==> src/rtl/buaa_pkg.sv <==
// Shared constants for the BUAA scrolling seven-segment display: glyph codes,
// mode encodings and active-low segment patterns (bit0 = a ... bit6 = g).
package buaa_pkg;

   localparam int unsigned GLY_W = 5;
   localparam int unsigned SEG_W = 7;

   localparam logic [GLY_W-1:0] GLY_A     = 5'd10;
   localparam logic [GLY_W-1:0] GLY_B     = 5'd11;
   localparam logic [GLY_W-1:0] GLY_C     = 5'd12;
   localparam logic [GLY_W-1:0] GLY_D     = 5'd13;
   localparam logic [GLY_W-1:0] GLY_E     = 5'd14;
   localparam logic [GLY_W-1:0] GLY_F     = 5'd15;
   localparam logic [GLY_W-1:0] GLY_U     = 5'd16;
   localparam logic [GLY_W-1:0] GLY_H     = 5'd17;
   localparam logic [GLY_W-1:0] GLY_L     = 5'd18;
   localparam logic [GLY_W-1:0] GLY_P     = 5'd19;
   localparam logic [GLY_W-1:0] GLY_DASH  = 5'd20;
   localparam logic [GLY_W-1:0] GLY_BLANK = 5'd31;

   localparam logic [1:0] MODE_STATIC = 2'b00;
   localparam logic [1:0] MODE_LEFT   = 2'b01;
   localparam logic [1:0] MODE_RIGHT  = 2'b10;
   localparam logic [1:0] MODE_BLINK  = 2'b11;

   localparam logic [SEG_W-1:0] SEG_0     = 7'h40;
   localparam logic [SEG_W-1:0] SEG_1     = 7'h79;
   localparam logic [SEG_W-1:0] SEG_2     = 7'h24;
   localparam logic [SEG_W-1:0] SEG_3     = 7'h30;
   localparam logic [SEG_W-1:0] SEG_4     = 7'h19;
   localparam logic [SEG_W-1:0] SEG_5     = 7'h12;
   localparam logic [SEG_W-1:0] SEG_6     = 7'h02;
   localparam logic [SEG_W-1:0] SEG_7     = 7'h78;
   localparam logic [SEG_W-1:0] SEG_8     = 7'h00;
   localparam logic [SEG_W-1:0] SEG_9     = 7'h10;
   localparam logic [SEG_W-1:0] SEG_A     = 7'h08;
   localparam logic [SEG_W-1:0] SEG_B     = 7'h03;
   localparam logic [SEG_W-1:0] SEG_C     = 7'h46;
   localparam logic [SEG_W-1:0] SEG_D     = 7'h21;
   localparam logic [SEG_W-1:0] SEG_E     = 7'h06;
   localparam logic [SEG_W-1:0] SEG_F     = 7'h0E;
   localparam logic [SEG_W-1:0] SEG_U     = 7'h41;
   localparam logic [SEG_W-1:0] SEG_H     = 7'h09;
   localparam logic [SEG_W-1:0] SEG_L     = 7'h47;
   localparam logic [SEG_W-1:0] SEG_P     = 7'h0C;
   localparam logic [SEG_W-1:0] SEG_DASH  = 7'h3F;
   localparam logic [SEG_W-1:0] SEG_BLANK = 7'h7F;

endpackage

==> src/rtl/seg7_glyph.sv <==
// Combinational glyph-code to active-low seven-segment pattern decoder.
module seg7_glyph
   import buaa_pkg::*;
(
   input  logic [4:0] code_i,
   output logic [6:0] seg_c_o
);

   always_comb begin
      seg_c_o = SEG_BLANK;
      case (code_i)
         5'd0:     seg_c_o = SEG_0;
         5'd1:     seg_c_o = SEG_1;
         5'd2:     seg_c_o = SEG_2;
         5'd3:     seg_c_o = SEG_3;
         5'd4:     seg_c_o = SEG_4;
         5'd5:     seg_c_o = SEG_5;
         5'd6:     seg_c_o = SEG_6;
         5'd7:     seg_c_o = SEG_7;
         5'd8:     seg_c_o = SEG_8;
         5'd9:     seg_c_o = SEG_9;
         GLY_A:    seg_c_o = SEG_A;
         GLY_B:    seg_c_o = SEG_B;
         GLY_C:    seg_c_o = SEG_C;
         GLY_D:    seg_c_o = SEG_D;
         GLY_E:    seg_c_o = SEG_E;
         GLY_F:    seg_c_o = SEG_F;
         GLY_U:    seg_c_o = SEG_U;
         GLY_H:    seg_c_o = SEG_H;
         GLY_L:    seg_c_o = SEG_L;
         GLY_P:    seg_c_o = SEG_P;
         GLY_DASH: seg_c_o = SEG_DASH;
         default:  seg_c_o = SEG_BLANK;
      endcase
   end

endmodule

==> src/rtl/buaa_scroll.sv <==
// Message-buffer driven seven-segment display with static, scroll-left,
// scroll-right and blink modes paced by a speed-selectable prescaler.
module buaa_scroll
   import buaa_pkg::*;
#(
   parameter int unsigned NUM_DIGITS = 8,
   parameter int unsigned MSG_LEN    = 16,
   parameter int unsigned PRESCALE   = 12500000
) (
   input  logic                        clk,
   input  logic                        rst,
   input  logic                        en,
   input  logic [1:0]                  mode,
   input  logic [1:0]                  speed,
   input  logic                        load_en,
   input  logic [$clog2(MSG_LEN)-1:0]  load_addr,
   input  logic [4:0]                  load_char,
   output logic [NUM_DIGITS*7-1:0]     seg,
   output logic [$clog2(MSG_LEN)-1:0]  offset,
   output logic                        tick
);

   localparam int unsigned AW = $clog2(MSG_LEN);
   localparam int unsigned CW = $clog2(PRESCALE);
   localparam int unsigned SW = NUM_DIGITS * 7;

   logic [CW-1:0] cnt_q, cnt_d;
   logic [1:0]    mode_q, speed_q;
   logic          tick_q, tick_d;
   logic [AW-1:0] offset_q, offset_d;
   logic          phase_q, phase_d;
   logic [SW-1:0] seg_q, seg_d;
   logic [4:0]    msg_q [MSG_LEN];

   logic [31:0]   period_c;
   logic [CW-1:0] term_c;
   logic          hidden_c;

   assign period_c = PRESCALE >> speed;
   assign term_c   = CW'(period_c - 32'd1);
   // Leaving blink mode shows the message on the very next seg update.
   assign hidden_c = phase_q && (mode == MODE_BLINK);

   always_comb begin
      cnt_d    = cnt_q;
      tick_d   = 1'b0;
      offset_d = offset_q;
      phase_d  = phase_q;
      if ((mode != mode_q) || (speed != speed_q)) begin
         cnt_d = '0;
      end else if (en) begin
         if (cnt_q >= term_c) begin
            cnt_d  = '0;
            tick_d = 1'b1;
         end else begin
            cnt_d = cnt_q + CW'(1);
         end
      end
      if (tick_d) begin
         case (mode)
            MODE_LEFT:  offset_d = (offset_q == AW'(MSG_LEN - 1)) ? '0 : offset_q + AW'(1);
            MODE_RIGHT: offset_d = (offset_q == '0) ? AW'(MSG_LEN - 1) : offset_q - AW'(1);
            MODE_BLINK: phase_d  = ~phase_q;
            default:    offset_d = offset_q;
         endcase
      end
      if (mode != MODE_BLINK) begin
         phase_d = 1'b0;
      end
   end

   for (genvar k = 0; k < NUM_DIGITS; k++) begin : g_dig
      logic [AW-1:0] idx_c;
      logic [6:0]    pat_c;
      assign idx_c = AW'((32'(offset_q) + 32'(NUM_DIGITS - 1 - k)) % 32'(MSG_LEN));
      seg7_glyph u_glyph (
         .code_i  (msg_q[idx_c]),
         .seg_c_o (pat_c)
      );
      assign seg_d[7*k +: 7] = hidden_c ? SEG_BLANK : pat_c;
   end

   always_ff @(posedge clk or posedge rst) begin
      if (rst) begin
         cnt_q    <= '0;
         mode_q   <= MODE_STATIC;
         speed_q  <= 2'b00;
         tick_q   <= 1'b0;
         offset_q <= '0;
         phase_q  <= 1'b0;
         seg_q    <= '1;
      end else begin
         cnt_q    <= cnt_d;
         mode_q   <= mode;
         speed_q  <= speed;
         tick_q   <= tick_d;
         offset_q <= offset_d;
         phase_q  <= phase_d;
         seg_q    <= seg_d;
      end
   end

   // Message buffer; reset content spells "bUAA".
   always_ff @(posedge clk or posedge rst) begin
      if (rst) begin
         for (int i = 0; i < int'(MSG_LEN); i++) begin
            msg_q[i] <= GLY_BLANK;
         end
         msg_q[0] <= GLY_B;
         msg_q[1] <= GLY_U;
         msg_q[2] <= GLY_A;
         msg_q[3] <= GLY_A;
      end else if (load_en) begin
         msg_q[load_addr] <= load_char;
      end
   end

   assign seg    = seg_q;
   assign offset = offset_q;
   assign tick   = tick_q;

endmodule
==> config.mk <==
export PLATFORM = sky130hd
export DESIGN_NAME = buaa_scroll
export DESIGN_NICKNAME = d
export VERILOG_FILES = /design/src/rtl/buaa_pkg.sv /design/src/rtl/seg7_glyph.sv /design/src/rtl/buaa_scroll.sv
export SDC_FILE = /design/constraint.sdc
export NUM_CORES = 1
export LEC_CHECK = 0
export ABC_AREA = 1
export ABC_CLOCK_PERIOD_IN_PS = 5670
export CAP_MARGIN = 10
export CORE_MARGIN = 2
export CORE_UTILIZATION = 30
export CTS_BUF_LIST = sky130_fd_sc_hd__clkbuf_4
export DETAILED_ROUTE_END_ITERATION = 12
export GPL_TIMING_DRIVEN = 0
export PLACE_DENSITY_LB_ADDON = 0.15
export SLEW_MARGIN = 20
export SYNTH_ARGS = -nofsm -noshare
export SYNTH_HDL_FRONTEND = slang
export SYNTH_SLANG_ARGS = --single-unit
export TNS_END_PERCENT = 20
==> constraint.sdc <==
create_clock -name clk -period 5.67 [get_ports clk]
set_clock_uncertainty 0.05 [all_clocks]
set_input_delay 1.134 -clock clk [delete_from_list [all_inputs] [get_ports clk]]
set_output_delay 1.134 -clock clk [all_outputs]
set_load 0.005 [all_outputs]
-- Yosys cells after proc, flatten, opt, wreduce, memory -nomap -nowiden
Memory sizes are Yosys's and may differ from the RTL's.
Cells that the tools add are included.
- ROM bits: 1792
- bits in registers: 170
- logic and storage cells: 128
- input port bits: 17
- memories kept: 8
- output and inout bits: 61
- order comparisons: 11
- equal/unequal tests: 7
- reductions and logical operators: 10
- add/subtract/negate cells: 11
- mux-type cells: 47
- bitwise logic cells: 10
- shift operators: 1
- memory list (memory ; words ; width ; rd ports ; clocked after memory_dff ; write ports ; RTL line ; source):
    (no name shown) ; 32 ; 7 ; 1 ; 0 ; 0 ; seg7_glyph.sv:11 ; case (code_i)
    (no name shown) ; 32 ; 7 ; 1 ; 0 ; 0 ; seg7_glyph.sv:11 ;
    (no name shown) ; 32 ; 7 ; 1 ; 0 ; 0 ; seg7_glyph.sv:11 ;
    (no name shown) ; 32 ; 7 ; 1 ; 0 ; 0 ; seg7_glyph.sv:11 ;
    (no name shown) ; 32 ; 7 ; 1 ; 0 ; 0 ; seg7_glyph.sv:11 ;
    (no name shown) ; 32 ; 7 ; 1 ; 0 ; 0 ; seg7_glyph.sv:11 ;
    +2 memories ; - ; - ; - ; - ; - ; - ;
- operators by type and width (cell ; count):
    $bmux W5 S4 ; 8
    $mux W5 ; 17
    $bwmux W80 ; 1
    $mux W24 ; 3
    $mux W7 ; 8
    $ge A5 B5 Y1 const B ; 9
    $not A4 Y5 ; 9
    $add A24 B1 Y24 const B ; 1
    $ge A24 B24 Y1 ; 1
    $shr A24 B2 Y24 const A ; 1
    $sub A24 B1 Y24 const B ; 1
    $demux W5 S4 ; 1
    $add A4 B3 Y4 const B ; 4
    $add A4 B1 Y4 const B ; 2
    $add A4 B2 Y4 const B ; 2
    $mux W4 ; 2
    $pmux W4 S2 ; 1
    $reduce_bool A2 Y1 ; 4
    $mux W1 ; 6
    $lt A5 B1 Y1 const B ; 1
    $eq A2 B2 Y1 const B ; 2
    $eq A4 B4 Y1 const B ; 1
    $logic_not A4 Y1 ; 1
    $ne A2 B2 Y1 ; 2
    other kinds (7) ; 9

-- Depth between registers and ports, before layout
Gate-level depths: netlist of run 1.
- depth after elaboration: 8
- depth in mapped cells: 21
- gate-level depth less buffers: 17

-- Modules after synthesis
Synthesis of run 1 repeated with hierarchy kept, for this count alone.
- cells, all modules: 2096
- area total of the unflattened synthesis: 14092.3 µm²
- by module, submodules not included (module ; times used ; area an instance (µm²) ; cells each ; sequential area each (µm²)):
    buaa_scroll ; 1 ; 10651.5 ; 1509 ; 4409.2
    seg7_glyph (g_dig[1].u_glyph ...) ; 6 ; 436.7 ; 73 ; 0.0
    seg7_glyph (g_dig[7].u_glyph) ; 1 ; 425.4 ; 75 ; 0.0
    seg7_glyph (g_dig[0].u_glyph) ; 1 ; 395.4 ; 74 ; 0.0

-- Worst setup path before layout of run 1
Ideal clock, no wire load.
- path kind: in2reg
- start point: in speed[1]
- end point: reg cnt_q[10]
- setup time: 0.072 ns
- buffers on the path: 2
- arrival time: 3.073 ns
- path slack: 2.476 ns
- cell stages on the path: 16
- required time: 5.548 ns
- path through: buf_2 inv_1 nor2_1 inv_1 ha_1 ha_1 a21oi_1 nand2_1 nand4_1 nand2_1 nand2_1 nand3_2 o21ai_0 inv_1 buf_2 nor2_1
- word-level cells in the longest chain between the ends: 6
- elaborated cells between the ends (all ways): 9
- those cells by class: 1 x add/sub; 1 x order compare; 1 x eq/ne; 1 x shift; 3 x mux; 2 x reduce/logical
- ends and longest elaborated chain (what ; RTL line ; source):
    start, declared ; buaa_scroll.sv:14 ; input logic [1:0] speed,
    $shr A24 B2 Y24 ; buaa_scroll.sv:39 ; assign period_c = PRESCALE >> speed;
    $sub A24 B1 Y24 ; buaa_scroll.sv:40 ; assign term_c = CW'(period_c - 32'd1);
    $ge A24 B24 Y1 ; buaa_scroll.sv:52 ; if (cnt_q >= term_c) begin
    $mux W24 ; buaa_scroll.sv:52 ;
    $mux W24 ; buaa_scroll.sv:51 ; end else if (en) begin
    $mux W24 ; buaa_scroll.sv:49 ; if ((mode != mode_q) || (speed != speed_q)) begin
    end signal, assigned ; buaa_scroll.sv:93 ; cnt_q <= cnt_d;
    end, declared ; buaa_scroll.sv:27 ; logic [CW-1:0] cnt_q, cnt_d;
Several ways; a longest one is shown, not always the timed one. The select of a mux whose other input is x is not followed.
A chain may end at the register's enable or synchronous reset.

-- Worst setup path in the final report of run 1
- start point: reg offset_q[1] (netlist: offset[1])
- end point: reg seg_q[47] (netlist: seg[47])
- word-level cells in the longest chain between the ends: 7
- ends and longest elaborated chain (what ; RTL line ; source):
    start, declared ; buaa_scroll.sv:30 ; logic [AW-1:0] offset_q, offset_d;
    start signal, assigned ; buaa_scroll.sv:97 ; offset_q <= offset_d;
    $add A4 B1 Y4 ; buaa_scroll.sv:75 ; assign idx_c = AW'((32'(offset_q) + 32'(NUM_DIGITS - 1 - k)) % 32'(MSG_LEN));
    $not A4 Y5 (implied by the code) ; buaa_scroll.sv:77 ; .code_i (msg_q[idx_c]),
    $bmux W5 S4 ; buaa_scroll.sv:77 ;
    $mux W5 (implied by the code) (2 in series) ; buaa_scroll.sv:77 ;
    $mem_v2 Z32 W7 ; - ;
    $mux W7 ; buaa_scroll.sv:80 ; assign seg_d[7*k +: 7] = hidden_c ? SEG_BLANK : pat_c;
    via seg_d[47] ; buaa_scroll.sv:32 ; logic [SW-1:0] seg_q, seg_d;
    end signal, assigned ; buaa_scroll.sv:99 ; seg_q <= seg_d;
    end, declared ; buaa_scroll.sv:32 ;
The timed path passes the listed nets, and every way through them passes these cells. The select of a mux whose other input is x is not followed.

==> results of run 1 <==
## worst paths after layout
check / start / to / slack, ps / depth (start not counted)
min in group asynchronous: rst / msg_q[70]$_DFFE_PP0P_ / 810 / 2
worst max register to register: offset[1]$_DFFE_PP0P_ / seg[47]$_DFF_PP1_ / 1700 / 19
max in group asynchronous: rst / seg[32]$_DFF_PP1_ / 3860 / 3
worst max-delay path: offset[1]$_DFFE_PP0P_ / seg[47]$_DFF_PP1_ / 1700 / 19
worst min-delay path: msg_q[74]$_DFFE_PP1P_ / msg_q[74]$_DFFE_PP1P_ / 450 / 2
worst min register to register: msg_q[74]$_DFFE_PP1P_ / msg_q[74]$_DFFE_PP1P_ / 450 / 2
## logic make-up after synthesis
family	synth area share, %
XOR/XNOR	1.466
AO/OA/AOI/OAI	6.755
other	0.05399
flip-flops	31.70
AND/OR/NAND/NOR	44.40
adder cells (fa/ha/maj)	8.096
buffers and inverters	7.529
## cell type report
cell class / count / share of cell area, %
inverters: 140 / 3.426
multi-input cells: 1737 / 53.60
plain buffers: 75 / 3.259
repair buffers: 78 / 5.059
clock buffers: 17 / 0.8089
clock inverters: 15 / 1.126
flip-flops and latches: 170 / 27.95
diodes: 1 / 0.01586
well taps: 600 / 4.758
## metal layers
layer / vias up / global-route usage [%] / part of all wire [%]
li1: 7088 / - / -
met1: 6540 / 27.63 / 47
met2: 422 / 31.77 / 45
met3: 53 / 3.534 / 5.9
met4: 0 / 7.568 / 2.6
met5: - / 0 / 0
## cells in the final DEF (no fill, tap or decap), types with 22 or more instances in the layout
master	netlist	routed
nor2_1	115	115
inv_1	115	114
nand2_2	26	26
a21oi_1	50	50
nand3_1	411	411
o21ai_0	105	105
inv_2	22	22
clkdlybuf4s50_1	0	77
buf_2	30	30
nand2_1	843	843
dfstp_2	124	124
dfrtp_1	46	46
ha_1	90	90
## cell usage after synthesis, types with 5 or more instances
library cell and instances:
o21ai_0 105, ha_1 90, dfstp_2 124, nand2_4 6, nand2_2 26, nor3_1 9, nand2_1 843, clkbuf_1 7
inv_2 22, buf_6 15, xor2_1 14, nor2_1 115, buf_2 30, o21ai_1 18, a21oi_1 50, nand4_1 13
nand3b_1 5, nand3_2 6, nand3_1 411, buf_4 19, inv_1 115, dfrtp_1 46, nor2_2 5
## flip-flops by register name, indices dropped and copies added, names as in the netlist
register,cells
seg,56
speed_q,2
phase_q,1
tick,1
offset,4
mode_q,2
cnt_q,24
msg_q,80
## per-stage QoR
step	total power, mW	util [%]
6_report	4.570	34.62
4_1_cts	4.622	34.61
5_1_grt	4.943	34.62
3_3_place_gp	3.775	33.87
2_1_floorplan	2.998	-
3_5_place_dp	3.792	33.94
## power breakdown
| part | switching [mW] | total, mW | leakage [nW] | internal (mW) |
|---|---|---|---|---|
| Combinational | 1.13 | 1.90 | 5.59 | 0.770 |
| Clock | 0.552 | 0.796 | 0.163 | 0.244 |
| Sequential | 0.189 | 1.87 | 1.92 | 1.68 |
| Total | 1.87 | 4.57 | 7.68 | 2.70 |
## worst reg2reg max path, delay by kind of cell, from the launching register on
family        cells  cell delay (ps)
simple gates     10             1060
fa+ha+maj         2              660
buf+inv           7             1600
flops             1              570
==> flow_summary.yaml, run 1 <==
worst_setup_path:
  worst-setup-path-type: "flop to flop"
  cp_common_cell: "nand2_1"
  required_ps: 6290
  crit_chain: "inv_2, buf_2, buf_2, ha_1, inv_2, buf_2, buf_2, nand3_1, nand3_1, nand3_1, nand2_1, inv_1, ha_1, nand3_1, nand2_1, nand2_1, nand2_1, nand2_1, nand2_1"
  worst-path-buf-inv: 7
  arrival_ps: 4590
  cp-start-kind: "flop"
  end_kind: "flop"
  crit_family: "buffers and inverters"
  slowest_stage: "dfrtp_1"
  cp_slowest_stage_delay_ps: 570
  cp_max_fo: 13
detailed_routing:
  dr.pass1.iters: 9
  post_drt_wl_per_cell_um: 16.83
  antenna_left: 0
  drc: 0
  dr_total_vias: 14100
  viasPerCell: 4.978
  drt_iter0_drc: 1195
  wirelength_mm: 47.67
synth:
  synth-warning-count: 0
  ys_types: 41
  synth_top_area_share_pct: 23.42
  synth_sequential_area_ratio_pct: 31.70
  synthCells: 2121
  synth_top_flop_cell: "dfstp_2"
  synth_seq_cells: 170
  ys_async_sr_fraction_pct: 100.0
  syn_avg_cell_area_sq_um: 6.558
  synth_top_area_cell: "dfstp_2"
  netlist_area_sq_um: 13910
  synth_edf_count: 0
  synth_area_leaders: "dfstp_2 (23%), nand2_1 (23%), nand3_1 (15%)"
clock_network:
  holdBufCountCts: 0
  cts_resized: 0
  htree_levels: 4
  cts_tree: "yes"
  cts.path.max_buffers: 2
  cts_sinks: 170
  insertion_delay_ps: 750
  postCtsSetupBuffers: 0
  cts_root_buf: "clkbuf_4"
  cts_buffers: 17
  cts.reportedPaths.clkPinSlew_ps: 160
timing:
  worst_pin_slew_ps: 1102
  rsz0062_at_grt: "false"
  maxSlewHeadroom_pct: 26.27
  hold_viol: 0
  fmax_mhz: 251.6
  worst_slack_ps: 1696
  fin_crit_sh_pct: 70.09
  setup_viol: 0
  final.min_clock_period_ps: 3974
  drv_slew: 0
  timing.hold.ws_ps: 453.8
  setup_tns_ps: 0
global_route:
  grt_pass1_vias: 13150
  antenna_found_initial: 1
  gr-usage-all-layers_pct: 20.22
  overflow: 0
  grt_pass1_wl_mm: 73.71
  grt_max_degree: 88
cells_and_area:
  final_cells: 2833
  final_area_sq_um: 15780
  nNetsFinal: 2326
  area_growth_pct: 13.43
  seqCellArea_sq_um: 4409
  drive_gt1_share_pct: 13.26
  n_fill_cell: 4937
  multi_input_area_sq_um: 8457
flow_run:
  maxCapViolations: 0
worst_hold_path:
  hold_path.class: "flop to flop"
power:
  power.density_nw_per_um2: 289.7
  leakage_nw: 7.676
  vdd_drop_max_mv: 0.1597
floorplan:
  coreArea_sq_um: 45580
  dieArea_sq_um: 48100
  io_pins: 78
  die_width_um: 219.3
  num_rows: 78
  die_y_um: 219.3
  initial_core_util_pct: 30.52
placed_design:
  numPortBuffers: 77
  placed_cell_area_sq_um: 15470
  hpwl_mm: 37.81
  gp_congestion: 0.9646
  placed_cells: 2800
  dpl_worst_slack_ps: 1345
status:
  status: "complete, no violations"
No activity file was read; power rests on OpenSTA's default activity.
==> inputs of run 2 (changes only) <==
--- a/config.mk
+++ b/config.mk
@@ -6,7 +6,7 @@
 export NUM_CORES = 1
 export LEC_CHECK = 0
 export ABC_AREA = 1
-export ABC_CLOCK_PERIOD_IN_PS = 5670
+export ABC_CLOCK_PERIOD_IN_PS = 3550
 export CAP_MARGIN = 10
 export CORE_MARGIN = 2
 export CORE_UTILIZATION = 30
==> constraint.sdc (replaced) <==
create_clock -name clk -period 3.55 [get_ports clk]
set_clock_uncertainty 0.05 [all_clocks]
set_input_delay 0.71 -clock clk [delete_from_list [all_inputs] [get_ports clk]]
set_output_delay 0.71 -clock clk [all_outputs]
set_load 0.005 [all_outputs]
==> flow_summary.yaml, run 2 (same netlist as run 1, synthesis figures left out) <==
global_route:
  gr-usage-all-layers_pct: 20.35
  grt_pass1_wl_mm: 74.76
  grt_max_degree: 33
  overflow: 0
  grt_pass1_vias: 13310
  antenna_found_initial: 1
worst_hold_path:
  hold_path.class: "primary input to flop"
  hp-start: "speed[1]"
worst_setup_path:
  arrival_ps: 3900
  reg2reg_slack_ps: 260
  cp_max_fo: 10
  crit_start: "offset[0]$_DFFE_PP0P_"
  end_kind: "flop"
  crit_family: "buffers and inverters"
  cp_common_cell: "nand2_1"
  cp_slowest_stage_delay_ps: 420
  crit_chain: "buf_6, inv_6, buf_4, buf_4, ha_2, buf_4, clkbuf_4, nand3_1, nand2_1, nand2_1, nand3_1, nand2_2, inv_1, ha_1, nand2_1, nand2_1, nand2_1, nand2_1, nand2_1, nand2_1"
  r2r-start: "offset[0]$_DFFE_PP0P_"
  required_ps: 4170
  worst-path-buf-inv: 7
  worst-setup-path-type: "flop to flop"
  slowest_stage: "dfrtp_1"
  cp-start-kind: "flop"
timing:
  fin_crit_sh_pct: 92.56
  maxSlewHeadroom_pct: 25.43
  drv_slew: 0
  setup_tns_ps: 0
  final.min_clock_period_ps: 3286
  hold_viol: 0
  fmax_mhz: 304.3
  rsz0062_at_grt: "false"
  setup_viol: 0
  worst_pin_slew_ps: 1114
floorplan:
  coreArea_sq_um: 45580
  die_width_um: 219.3
  dieArea_sq_um: 48100
  die_y_um: 219.3
  initial_core_util_pct: 30.52
  num_rows: 78
  io_pins: 78
detailed_routing:
  post_drt_wl_per_cell_um: 16.88
  met2_length_mm: 21.52
  dr.pass1.iters: 8
  dr_total_vias: 14220
  routed-wl-met3_mm: 2.875
  drt_iter0_drc: 1277
  drc: 0
  viasPerCell: 5.009
  wirelength_mm: 47.91
  met1_length_mm: 22.34
  routed.top_layer: "met4"
  antenna_left: 0
power:
  net-switching-power_mw: 3.039
  seq_power_share_pct: 41.1
  p_int_mw: 4.258
  leakage_nw: 7.730
  netSwitchingFraction_pct: 41.64
  clockPowerShare_pct: 17.1
  power_mw: 7.297
  vdd_drop_max_mv: 0.1938
  power.density_nw_per_um2: 458.3
  p_comb_share_pct: 41.9
cells_and_area:
  nNetsFinal: 2332
  final_cell_mix: "nand2_1 (839), nand3_1 (411), dfstp_2 (124)"
  largest_reg_flops: 80
  drive_gt1_share_pct: 13.94
  final_area_sq_um: 15920
  layout_commonest_cell: "nand2_1"
  final_cells: 2839
  regMostFlops: "msg_q"
  area_growth_pct: 14.46
status:
  status: "complete, no violations"
clock_network:
  cts_sinks: 170
  cts_tree: "yes"
  cts.path.max_buffers: 2
  holdBufCountCts: 0
  htree_levels: 4
  cts.reportedPaths.clkPinSlew_ps: 170
  cts_buffers: 17
  insertion_delay_ps: 760
  cts_root_buf: "clkbuf_4"
placed_design:
  numPortBuffers: 77
  placed_cell_area_sq_um: 15540
  placed_cells: 2804
  gp_congestion: 0.9458
  hpwl_mm: 38.11
flow_run:
  maxCapViolations: 0
-- run 2: worst reg2reg max path, delay by kind of cell, from the launching register on --
kind	cells	cell delay, ps
buffers and inverters	7	1220
AND/OR/NAND/NOR	11	940
adder cells (fa/ha/maj)	2	600
flip-flops	1	420
-- run 2: power groups by stage --
stage | Sequential (mW) | Combinational [mW] | Clock [mW]
2_1_floorplan | 2.93 | 1.86 | 0
3_3_place_gp | 3.02 | 3.01 | 0
3_5_place_dp | 3.02 | 3.04 | 0
4_1_cts | 2.99 | 3.05 | 1.33
5_1_grt | 3.04 | 3.47 | 1.39
6_report | 3.00 | 3.05 | 1.25
-- run 2: what timing repair did --
| item | CTS | global route |
|---|---|---|
| resized for setup | 6 | 18 |
| setup buffers | 1 | 3 |
| setup endpoints to repair | 42 | 42 |
-- run 2: final cells by class --
type                            instances  area (sq um)
Sequential cell                       170          4412
Timing Repair Buffer                   86         900.9
Clock buffer                           17         127.6
Antenna cell                            1         2.502
Fill cell                            4971         29650
Multi-Input combinational cell       1737          8479
Buffer                                 73         528.0
Tap cell                              600         750.7
Inverter                              140         539.3
Clock inverter                         15         181.4
-- run 2: metal layers --
layer / global-route usage, % / vias to the layer above
met1: 27.53 / 6694
met5: 0 / -
li1: - / 7091
met3: 4.130 / 57
met4: 6.329 / 0
met2: 32.47 / 379
-- run 2: worst paths after layout --
kind / cells after the start / end
worst max-delay path: 20 / seg[0]$_DFF_PP1_
worst min-delay path: 1 / speed_q[1]$_DFF_PP0_
worst max register to register: 20 / seg[0]$_DFF_PP1_
worst min register to register: 2 / msg_q[74]$_DFFE_PP1P_
max in group asynchronous: 5 / seg[26]$_DFF_PP1_
min in group asynchronous: 2 / seg[31]$_DFF_PP1_
-- run 2: per-stage QoR --
stage          hold WS (ps)  setup WS (ps)  utilization (%)
6_report              369.7          264.0            34.93
4_1_cts               262.6          17.57            34.80
3_5_place_dp          428.3         -367.1            34.09
2_1_floorplan         403.0          576.9                -
5_1_grt               297.6          25.42            34.93
3_3_place_gp          428.2         -942.1            33.87
==> inputs of run 3 (changes only) <==
--- a/config.mk
+++ b/config.mk
@@ -11,8 +11,9 @@
 export CORE_MARGIN = 2
 export CORE_UTILIZATION = 30
 export CTS_BUF_LIST = sky130_fd_sc_hd__clkbuf_4
+export CTS_CLUSTER_SIZE = 24
 export DETAILED_ROUTE_END_ITERATION = 12
-export GPL_TIMING_DRIVEN = 0
+export GPL_TIMING_DRIVEN = 1
 export PLACE_DENSITY_LB_ADDON = 0.15
 export SLEW_MARGIN = 20
 export SYNTH_ARGS = -nofsm -noshare
==> flow_summary.yaml, run 3 (same netlist as run 1, synthesis figures left out) <==
clock_network:
  cts_root_buf: "clkbuf_4"
  cts_sinks: 170
  postCtsSetupBuffers: 0
  cts_resized: 0
  cts.path.max_buffers: 2
  htree_levels: 4
  cts_buffers: 17
  holdBufCountCts: 0
  cts_tree: "yes"
  cts.reportedPaths.clkPinSlew_ps: 170
  insertion_delay_ps: 760
detailed_routing:
  antenna_left: 0
  drc: 0
  post_drt_wl_per_cell_um: 16.68
  wirelength_mm: 46.51
  viasPerCell: 5.004
  dr.pass1.iters: 6
  dr_total_vias: 13950
  drt_iter0_drc: 1036
timing:
  setup_tns_ps: 0
  hold_viol: 0
  fmax_mhz: 311.1
  worst_pin_slew_ps: 878.4
  setup_viol: 0
  fin_crit_sh_pct: 90.54
  drv_slew: 0
  final.min_clock_period_ps: 3214
  rsz0062_at_grt: "false"
  maxSlewHeadroom_pct: 41.44
cells_and_area:
  nNetsFinal: 2279
  layout_commonest_cell: "nand2_1"
  largest_reg_flops: 80
  drive_gt1_share_pct: 11.76
  final_area_sq_um: 15430
  n_fill_cell: 5015
  final_cell_mix: "nand2_1 (843), nand3_1 (411), dfstp_2 (124)"
  area_growth_pct: 10.94
  fin_util_pct: 33.86
  regMostFlops: "msg_q"
worst_setup_path:
  r2r-start: "offset[0]$_DFFE_PP0P_"
  crit_family: "buffers and inverters"
  cp_max_fo: 53
  worst_r2r_endpoint: "seg[33]$_DFF_PP1_"
  r2r_cells: 15
  worst-path-buf-inv: 2
  worst-setup-path-type: "flop to output port"
  reg2reg_slack_ps: 470
  slowest_stage: "clkdlybuf4s50_1"
  required_ps: 2790
  cp_slowest_stage_delay_ps: 620
  arrival_ps: 2450
  crit_chain: "buf_4, clkdlybuf4s50_1"
  end_kind: "output port"
  cp-start-kind: "flop"
status:
  status: "complete, no violations"
floorplan:
  dieArea_sq_um: 48100
  coreArea_sq_um: 45580
  die_width_um: 219.3
  initial_core_util_pct: 30.52
  io_pins: 78
  num_rows: 78
  die_y_um: 219.3
placed_design:
  placed_cell_area_sq_um: 15190
  numPortBuffers: 77
  hpwl_mm: 35.76
  gp_congestion: 0.8761
global_route:
  grt_max_degree: 54
  grt_pass1_wl_mm: 73.43
  grt_pass1_vias: 12890
  antenna_found_initial: 1
  overflow: 0
  gr-usage-all-layers_pct: 19.92
flow_run:
  maxCapViolations: 0
worst_hold_path:
  hold_path.class: "primary input to async pin"
power:
  vdd_drop_max_mv: 0.2168
  power.density_nw_per_um2: 458.5
  leakage_nw: 7.467
run 3: changes by cell type in the layout (fill, tap and decap cells not counted), sizes merged:
cell      change
clkbuf       -11
clkinvlp      +2
buf          -41
clkinv        -3
diode         +2
run 3: layout make-up:
type	instances	area (sq um)	share of cell area [%]
Clock buffer	18	135.1	0.8757
Tap cell	600	750.7	4.865
Timing Repair Buffer	106	1039	6.730
Clock inverter	14	95.09	0.6162
Sequential cell	170	4410	28.58
Antenna cell	3	7.507	0.04865
Multi-Input combinational cell	1737	8457	54.80
Inverter	140	536.8	3.478
run 3: worst register-to-register path, stage by stage, from the launching register on:
cell     delay [ps]
dfrtp_2         530
inv_6           240
ha_1            280
inv_1            60
nand2_1         100
nand2_4         200
inv_4           320
nand3_1         120
nand3_1         110
nand2_1         220
inv_1           230
ha_1            220
nand3_1         120
nand2_1          90
o21ai_0          70
nand2_1          70
run 3: how the worst max path moves through the flow:
stage | startpoint | end | slack (ps) | cells after the start
CTS | offset[0]$_DFFE_PP0P_ | offset[0] | 240 | 2
global placement | speed[0] | cnt_q[10]$_DFFE_PP0P_ | 200 | 14
global route | offset[0]$_DFFE_PP0P_ | offset[0] | 200 | 2
finish | offset[0]$_DFFE_PP0P_ | offset[0] | 340 | 2
floorplan | offset[1]$_DFFE_PP0P_ | seg[3]$_DFF_PP1_ | 580 | 18
detailed placement | speed[0] | cnt_q[18]$_DFFE_PP0P_ | 170 | 14
run 3: routing by layer:
metal | wire, um | global-route usage, % | vias to the layer above
met2 | 20760 | 30.84 | 387
met1 | 22120 | 27.67 | 6510
met3 | 2597 | 3.340 | 66
met4 | 1033 | 7.432 | 0
li1 | - | - | 6987
met5 | 0 | 0 | -
run 3: metrics by stage:
| step | total power [mW] | setup slack, ps | instances | hold WS (ps) |
|---|---|---|---|---|
| 6_report | 7.075 | 335.8 | 2788 | 412.0 |
| 5_1_grt | 7.688 | 202.2 | 2787 | 422.0 |
| 4_1_cts | 7.169 | 245.0 | 2785 | 356.9 |
| 3_5_place_dp | 6.032 | 168.4 | 2753 | 432.1 |
| 3_3_place_gp | 6.030 | 197.5 | 2753 | 427.4 |
| 2_1_floorplan | 4.790 | 576.9 | 2122 | 403.0 |
run 3: power breakdown:
| part | internal, mW | switching, mW | leakage [nW] |
|---|---|---|---|
| clock network | 0.285 | 0.798 | 0.126 |
| registers | 2.69 | 0.301 | 1.92 |
| logic | 1.20 | 1.80 | 5.42 |
